===== config.mk =====
export PLATFORM = sky130hd
export DESIGN_NAME = instruction_fetch_unit
export DESIGN_NICKNAME = d
export VERILOG_FILES = /design/src/rtl/instruction_fetch_unit.sv
export SDC_FILE = /design/constraint.sdc
export NUM_CORES = 1
export LEC_CHECK = 0
export BUFFER_PORTS_ARGS = -buffer_cell sky130_fd_sc_hd__buf_2
export CAP_MARGIN = 20
export CORE_MARGIN = 2
export CORE_UTILIZATION = 56
export CTS_CLUSTER_DIAMETER = 80
export DETAILED_ROUTE_END_ITERATION = 6
export GPL_ROUTABILITY_DRIVEN = 0
export PLACE_DENSITY = 0.8
export SETUP_SLACK_MARGIN = 0.2
export SYNTH_ARGS = -nofsm -noshare
export SYNTH_HDL_FRONTEND = slang
export SYNTH_SLANG_ARGS = --single-unit

===== constraint.sdc =====
create_clock -name clk -period 3.1 [get_ports clk]
set_clock_uncertainty 0.2 [all_clocks]
set_input_delay 0.31 -clock clk [delete_from_list [all_inputs] [get_ports clk]]
set_output_delay 0.31 -clock clk [all_outputs]
set_load 0.005 [all_outputs]

===== src/rtl/instruction_fetch_unit.sv =====
// instruction_fetch_unit: single-outstanding-request instruction fetch stage with IF/ID register and skid buffer.
// Ports:
//   clk, rst_n                  clock, asynchronous active-low reset
//   imem_req, imem_addr         instruction memory request and word-aligned byte address
//   imem_ready, imem_rdata      completion strobe and instruction word
//   id_stall                    decode cannot accept a new instruction
//   redirect_valid, redirect_pc taken branch/jump from decode and its target
//   Instruction, PC_plus_4      IF/ID register contents
//   if_valid                    IF/ID register holds a live instruction
//   fetch_count                 instructions delivered to decode
module instruction_fetch_unit #(
    parameter logic [31:0] RESET_PC = 32'h0000_0000
) (
    input  logic        clk,
    input  logic        rst_n,
    output logic        imem_req,
    output logic [31:0] imem_addr,
    input  logic        imem_ready,
    input  logic [31:0] imem_rdata,
    input  logic        id_stall,
    input  logic        redirect_valid,
    input  logic [31:0] redirect_pc,
    output logic [31:0] Instruction,
    output logic [31:0] PC_plus_4,
    output logic        if_valid,
    output logic [31:0] fetch_count
);
    typedef enum logic [1:0] {FETCH, BUFFERED, DISCARD} state_t;

    state_t      r_state, w_state_n;
    logic [31:0] r_pc, r_req_addr, r_skid_instr, r_skid_pc4, r_instr, r_pc4, r_count;
    logic        r_valid;
    logic [31:0] w_pc_n, w_req_addr_n, w_skid_instr_n, w_skid_pc4_n, w_instr_n, w_pc4_n, w_count_n;
    logic        w_valid_n;
    logic        w_free;
    logic [31:0] w_redir_pc, w_next_addr;

    assign imem_req    = r_state != BUFFERED;
    assign imem_addr   = r_req_addr;
    assign Instruction = r_instr;
    assign PC_plus_4   = r_pc4;
    assign if_valid    = r_valid;
    assign fetch_count = r_count;

    assign w_free      = !r_valid || !id_stall;
    assign w_redir_pc  = redirect_pc & ~32'h3;
    assign w_next_addr = r_req_addr + 32'd4;

    always_comb begin
        w_state_n      = r_state;
        w_pc_n         = r_pc;
        w_req_addr_n   = r_req_addr;
        w_skid_instr_n = r_skid_instr;
        w_skid_pc4_n   = r_skid_pc4;
        w_instr_n      = r_instr;
        w_pc4_n        = r_pc4;
        w_count_n      = r_count;
        // a consumed instruction drops out unless something new is loaded below
        w_valid_n      = r_valid && id_stall;
        if (redirect_valid) begin
            w_valid_n = 1'b0;
            w_pc_n    = w_redir_pc;
            // an outstanding request cannot be withdrawn, so its data must be drained first
            if (r_state != BUFFERED && !imem_ready) begin
                w_state_n = DISCARD;
            end else begin
                w_state_n    = FETCH;
                w_req_addr_n = w_redir_pc;
            end
        end else begin
            case (r_state)
                FETCH: begin
                    if (imem_ready) begin
                        w_pc_n       = w_next_addr;
                        w_req_addr_n = w_next_addr;
                        if (w_free) begin
                            w_instr_n = imem_rdata;
                            w_pc4_n   = w_next_addr;
                            w_valid_n = 1'b1;
                            w_count_n = r_count + 32'd1;
                        end else begin
                            w_skid_instr_n = imem_rdata;
                            w_skid_pc4_n   = w_next_addr;
                            w_state_n      = BUFFERED;
                        end
                    end
                end
                BUFFERED: begin
                    if (!id_stall) begin
                        w_instr_n = r_skid_instr;
                        w_pc4_n   = r_skid_pc4;
                        w_valid_n = 1'b1;
                        w_count_n = r_count + 32'd1;
                        w_state_n = FETCH;
                    end
                end
                default: begin
                    if (imem_ready) begin
                        w_req_addr_n = r_pc;
                        w_state_n    = FETCH;
                    end
                end
            endcase
        end
    end

    always_ff @(posedge clk or negedge rst_n) begin
        if (!rst_n) begin
            r_state      <= FETCH;
            r_pc         <= RESET_PC;
            r_req_addr   <= RESET_PC;
            r_skid_instr <= 32'd0;
            r_skid_pc4   <= 32'd0;
            r_instr      <= 32'd0;
            r_pc4        <= 32'd0;
            r_valid      <= 1'b0;
            r_count      <= 32'd0;
        end else begin
            r_state      <= w_state_n;
            r_pc         <= w_pc_n;
            r_req_addr   <= w_req_addr_n;
            r_skid_instr <= w_skid_instr_n;
            r_skid_pc4   <= w_skid_pc4_n;
            r_instr      <= w_instr_n;
            r_pc4        <= w_pc4_n;
            r_valid      <= w_valid_n;
            r_count      <= w_count_n;
        end
    end
endmodule


==> Yosys cells after proc, flatten, opt, wreduce, memory -nomap -nowiden <==
Cells that the tools add are included.
{ "classes": {"addsub": 2, "n_eq_ne": 10, "mux": 31, "bitwise_logic": 2, "reduce_logical": 16} }
{ "ops": {"columns": ["op", "n"], "rows": [
  ["$mux W32", 15],
  ["$pmux W32 S2", 4],
  ["$add A32 B1 Y32 const B", 1],
  ["$add A32 B3 Y32 const B", 1],
  ["$mux W2", 6],
  ["$ne A2 B2 Y1 const B", 5],
  ["$ne A3 B3 Y1 const B", 3],
  ["$reduce_and A4 Y1", 2],
  ["$reduce_bool A2 Y1", 3],
  ["$reduce_and A5 Y1", 1],
  ["$mux W1", 4],
  ["$pmux W2 S2", 1],
  ["$logic_not A1 Y1", 3],
  ["$reduce_and A3 Y1", 1],
  ["$reduce_bool A3 Y1", 1],
  ["$eq A2 B1 Y1 const B", 1],
  ["$logic_and A1 B1 Y1", 2],
  ["$logic_not A2 Y1", 1],
  ["$ne A2 B1 Y1 const B", 1],
  ["$not A1 Y1", 2],
  ["$pmux W1 S2", 1],
  ["$reduce_and A2 Y1", 1],
  ["$logic_or A1 B1 Y1", 1]
]} }
{ "word_totals": {"reg_bits": 227, "input_bits": 69} }

==> Depth between registers and ports, before layout <==
{ "logic_depth": {"depth_word": 6, "mapped_depth": 8} }

==> Worst setup path before layout <==
No wires, ideal clock.
{ "synth_timing": {"path_type": "register to register", "startpoint": "reg r_req_addr[2] (netlist: imem_addr[2])", "endpoint": "reg r_pc[20]", "setup_time_ns": 0.086, "arrival_ns": 2.228, "t_required_ns": 2.814, "slack_ns": 0.587, "stages_incl_launch_ff": 8, "path_buffers": 1, "synth_period_minus_slack_ns": 2.513, "path_cell_list": "dfrtp_1 > ha_1 > nand4_4 > or4_4 > buf_6 > or3_4 > a21boi_1 > o221ai_2"} }
{ "synth_via": {"elab_chain_len": 4} }
{ "synth_rtl": {"columns": ["element", "line_no", "rtl"], "rows": [
  ["start, declared", "31", "logic [31:0] r_pc, r_req_addr, r_skid_instr, r_skid_pc4, r_instr, r_pc4, r_count;"],
  ["start signal, assigned", "121", "r_req_addr <= w_req_addr_n;"],
  ["$add A32 B3 Y32", "47", "assign w_next_addr = r_req_addr + 32'd4;"],
  ["$mux W32", "73", "if (imem_ready) begin"],
  ["$mux W32", "71", "case (r_state)"],
  ["$mux W32", "60", "if (redirect_valid) begin"],
  ["end signal, assigned", "120", "r_pc <= w_pc_n;"],
  ["end, declared", "31", null]
]} }
No other way between the ends. The select of a mux whose other input is x is not followed.
A chain may end at the register's enable or synchronous reset.

==> Worst setup path in the final report <==
{ "layout_timing": {"startpoint": "reg r_req_addr[4] (netlist: imem_addr[4])", "endpoint": "reg r_pc[21]"} }
The elaborated chain is that of the path after synthesis.

==> results_dict.tcl <==
set metrics [dict create \
    clkSinkCount 227 \
    vias 9909 \
    drt-vias-per-instance 5.874 \
    max-slew-margin-rel_pct 47.13 \
    grt_pass1_wl_um 48990 \
    p_per_area_nw_per_um2 615.3 \
    clk_path_buf_depth 3 \
    finalCriticalPeriod_ns 2.745 \
    p_leak_nw 6.394 \
    n_antenna_cell 0 \
    hp-class "primary input to flip-flop" \
    min_from "redirect_valid" \
    status "complete, no violations" \
    post-synth-top-count-cell "nand2_1" \
    wl_per_cell_um 17.98 \
    grt_max_degree 102 \
    cts.reportedPaths.clkPinSlew_ns 0.06 \
    critPathSlowestCell "dfrtp_1" \
    maxCapViolations 0 \
    cts_resized 0 \
    drtPass1Iterations 6 \
    antenna_found_initial 0 \
    power_mw 8.220 \
    synth_top_area_cell "dfrtp_1" \
    final_nets 1507 \
    initial_core_util_pct 57.33 \
    yosysUniqueCellTypes 60 \
    synthArstFlopShare_pct 100.0 \
    fillCellCount 1382 \
    drc 0 \
    placed_cell_area_um2 11960 \
    crit_fanout 9 \
    fin_crit_sh_pct 88.54 \
    slowest_delay_ns 0.58 \
    r2r_start "imem_addr[4]" \
    worst_slew_pin_slew_ns 0.7931 \
    cts_buffers 25 \
    cp-start-kind "flip-flop" \
    synth-edff-count 0 \
    instances_no_fill 1687 \
    ys_seq_area_share_pct 52.79 \
    wirelength_um 30340 \
    rsz0062_at_grt "false" \
    core-area_um2 18770 \
    cp_data_arrival_time_ns 2.94 \
    ys_ff_latch 227 \
    h-tree-depth 1 \
    end_kind "flip-flop" \
    clock_latency_ns 0.51 \
    path_class "flip-flop to flip-flop" \
    ios 199 \
    max_freq_mhz 364.4 \
    cp.required_ns 3.29 \
    syn-cell-area_um2 10760 \
    syn-num-nets 1277 \
    ys.flop_type "dfrtp_1" \
    whs_ns 0.1640 \
    dp_cells 1578 \
    tns_ns 0 \
    synth_common_cells "294 x nand2_1, 227 x dfrtp_1, 105 x nor2_1" \
    dieArea_um2 20340 \
    die_w_um 142.6 \
    postCtsSetupRepairBufs 0 \
    slew_viol_final 0 \
    vdd_drop_max_mv 0.3849 \
    startpoint "imem_addr[4]" \
    synth.area.top_cells "dfrtp_1 53%, nand2_1 10%, o21ai_0 4.7%, nor2_1 3.7%, xnor2_1 2.5%" \
    core.rowCount 50 \
    design_area_um2 13360 \
    synth_cells 1206 \
    grt_overflow 0 \
    grt_pass1_vias 9626 \
    drtIter0Drc 721 \
    finalHoldViolCount 0 \
    cts_tree "done" \
    cts-root-buf "clkbuf_16" \
    netlist.area_leader.share_pct 52.79 \
    grt_usage_pct 30.06 \
    antenna_left 0 \
    ys_warn_count 0 \
    port_buffers 196 \
    crit_chain "nand4_4, nor4_2, or4b_1, xnor2_1, a221o_1" \
    drive_gt1_share_pct 19.06 \
    avgSynthCellArea_um2 8.922 \
    syn2layout_area_growth_pct 24.15 \
    dp_hpwl_um 19570 \
    setup_violations 0 \
    die_y_um 142.6 \
]
-- cell usage in the layout, fill, tap and decap left out, types with 3 or more instances in the layout --
cell type      synthesis  layout
a21boi_0               3       3
a21oi_1               47      47
a221o_1                3       3
a222oi_1               7       7
a22o_1                 4       4
a22oi_1                8       8
a31oi_1               41      41
and2_1                 3       3
and3_1                29      28
and4_1                 8       8
buf_12                 0       3
buf_2                  8     195
buf_4                  3      24
clkbuf_1              63       9
clkbuf_16              0      25
clkbuf_8               0       4
clkinv_2               0       5
dfrtp_1              227     227
dlygate4sd3_1          0      65
inv_1                 22      22
mux2i_1                6       5
nand2_1              294     294
nand3_1               30      29
nand4_1               18      18
nor2_1               105     104
nor3_1                24      24
nor4_1                 7       7
o211ai_1              10      10
o21ai_0              101     101
o22ai_1               10      10
o2bb2ai_1              3       3
o311a_1                6       6
o31a_1                 7       7
o31ai_1                9       9
xnor2_1               31      31
xor2_1                22      22
-- where the power goes --
part           internal [mW]  total [mW]  leakage, nW  switching, mW
logic                  0.687        1.55         3.19          0.864
registers               3.50        3.92         2.83          0.418
clock network           1.58        2.75        0.367           1.17
-- worst paths after layout --
path                                         to  slack [ns]  cells after the start
worst max-delay path                   r_pc[21]        0.36                      5
worst min-delay path                   r_pc[13]        0.16                      4
worst max register to register         r_pc[21]        0.36                      5
worst min register to register  fetch_count[31]        0.27                      1
max in group asynchronous        Instruction[2]        1.59                      3
min in group asynchronous       fetch_count[20]        0.22                      2
-- layer usage --
layer / vias to the layer above / track usage, % / share of wire (%) / routed length, µm
met5: - / 0 / 0 / 0
met4: 0 / 11.15 / 3.2 / 962
met3: 70 / 5.634 / 8.1 / 2445
met2: 442 / 49.06 / 47 / 14390
met1: 4769 / 40.40 / 41 / 12540
li1: 4628 / - / - / -
-- per-stage QoR --
stage	setup WS, ns	util [%]
after floorplan	0.5867	-
after global placement	0.4678	63.73
after detailed placement	0.3789	63.73
after CTS	0.3809	71.18
after global routing	0.2651	71.18
final	0.3554	71.18
-- flip-flops by register name (all words and copies together), names as in the netlist --
register      count
PC_plus_4        32
if_valid          1
r_skid_pc4       32
r_state           2
imem_addr        32
Instruction      32
r_pc             32
fetch_count      32
r_skid_instr     32
-- worst max-delay path, delay by kind of cell (launching register included) --
kind                      cells  cell delay [ns]
DFF                           1             0.58
AOI/OAI and AO/OA             1             0.36
xor gates and xnor gates      1             0.20
and+or+nand+nor               3             1.28
-- logic make-up after synthesis --
kind of cell,Yosys count,share of synthesized area [%]
AO/OA/AOI/OAI,270,15.55
XOR/XNOR,53,4.314
adder cells (fa/ha/maj),2,0.2325
buffers and inverters,109,4.081
flip-flops,227,52.79
multiplexers,8,0.7674
AND/OR/NAND/NOR,537,22.27
-- cell type report --
class	count	area, µm²	area share [%]
clock buffer	38	714.4	5.348
clock inverter	6	32.53	0.2435
inverter	24	90.09	0.6743
multi-input combinational	870	4667	34.93
sequential	227	5680	42.52
tap	234	292.8	2.192
timing repair buffer	288	1882	14.09
-- timing repair --
item / 4_1_cts / 5_1_grt
endpoints found under the hold margin: 208 / 0
setup endpoints to repair: 0 / 0
hold buffers: 65 / 0
No activity file was read; power rests on OpenSTA's default activity.
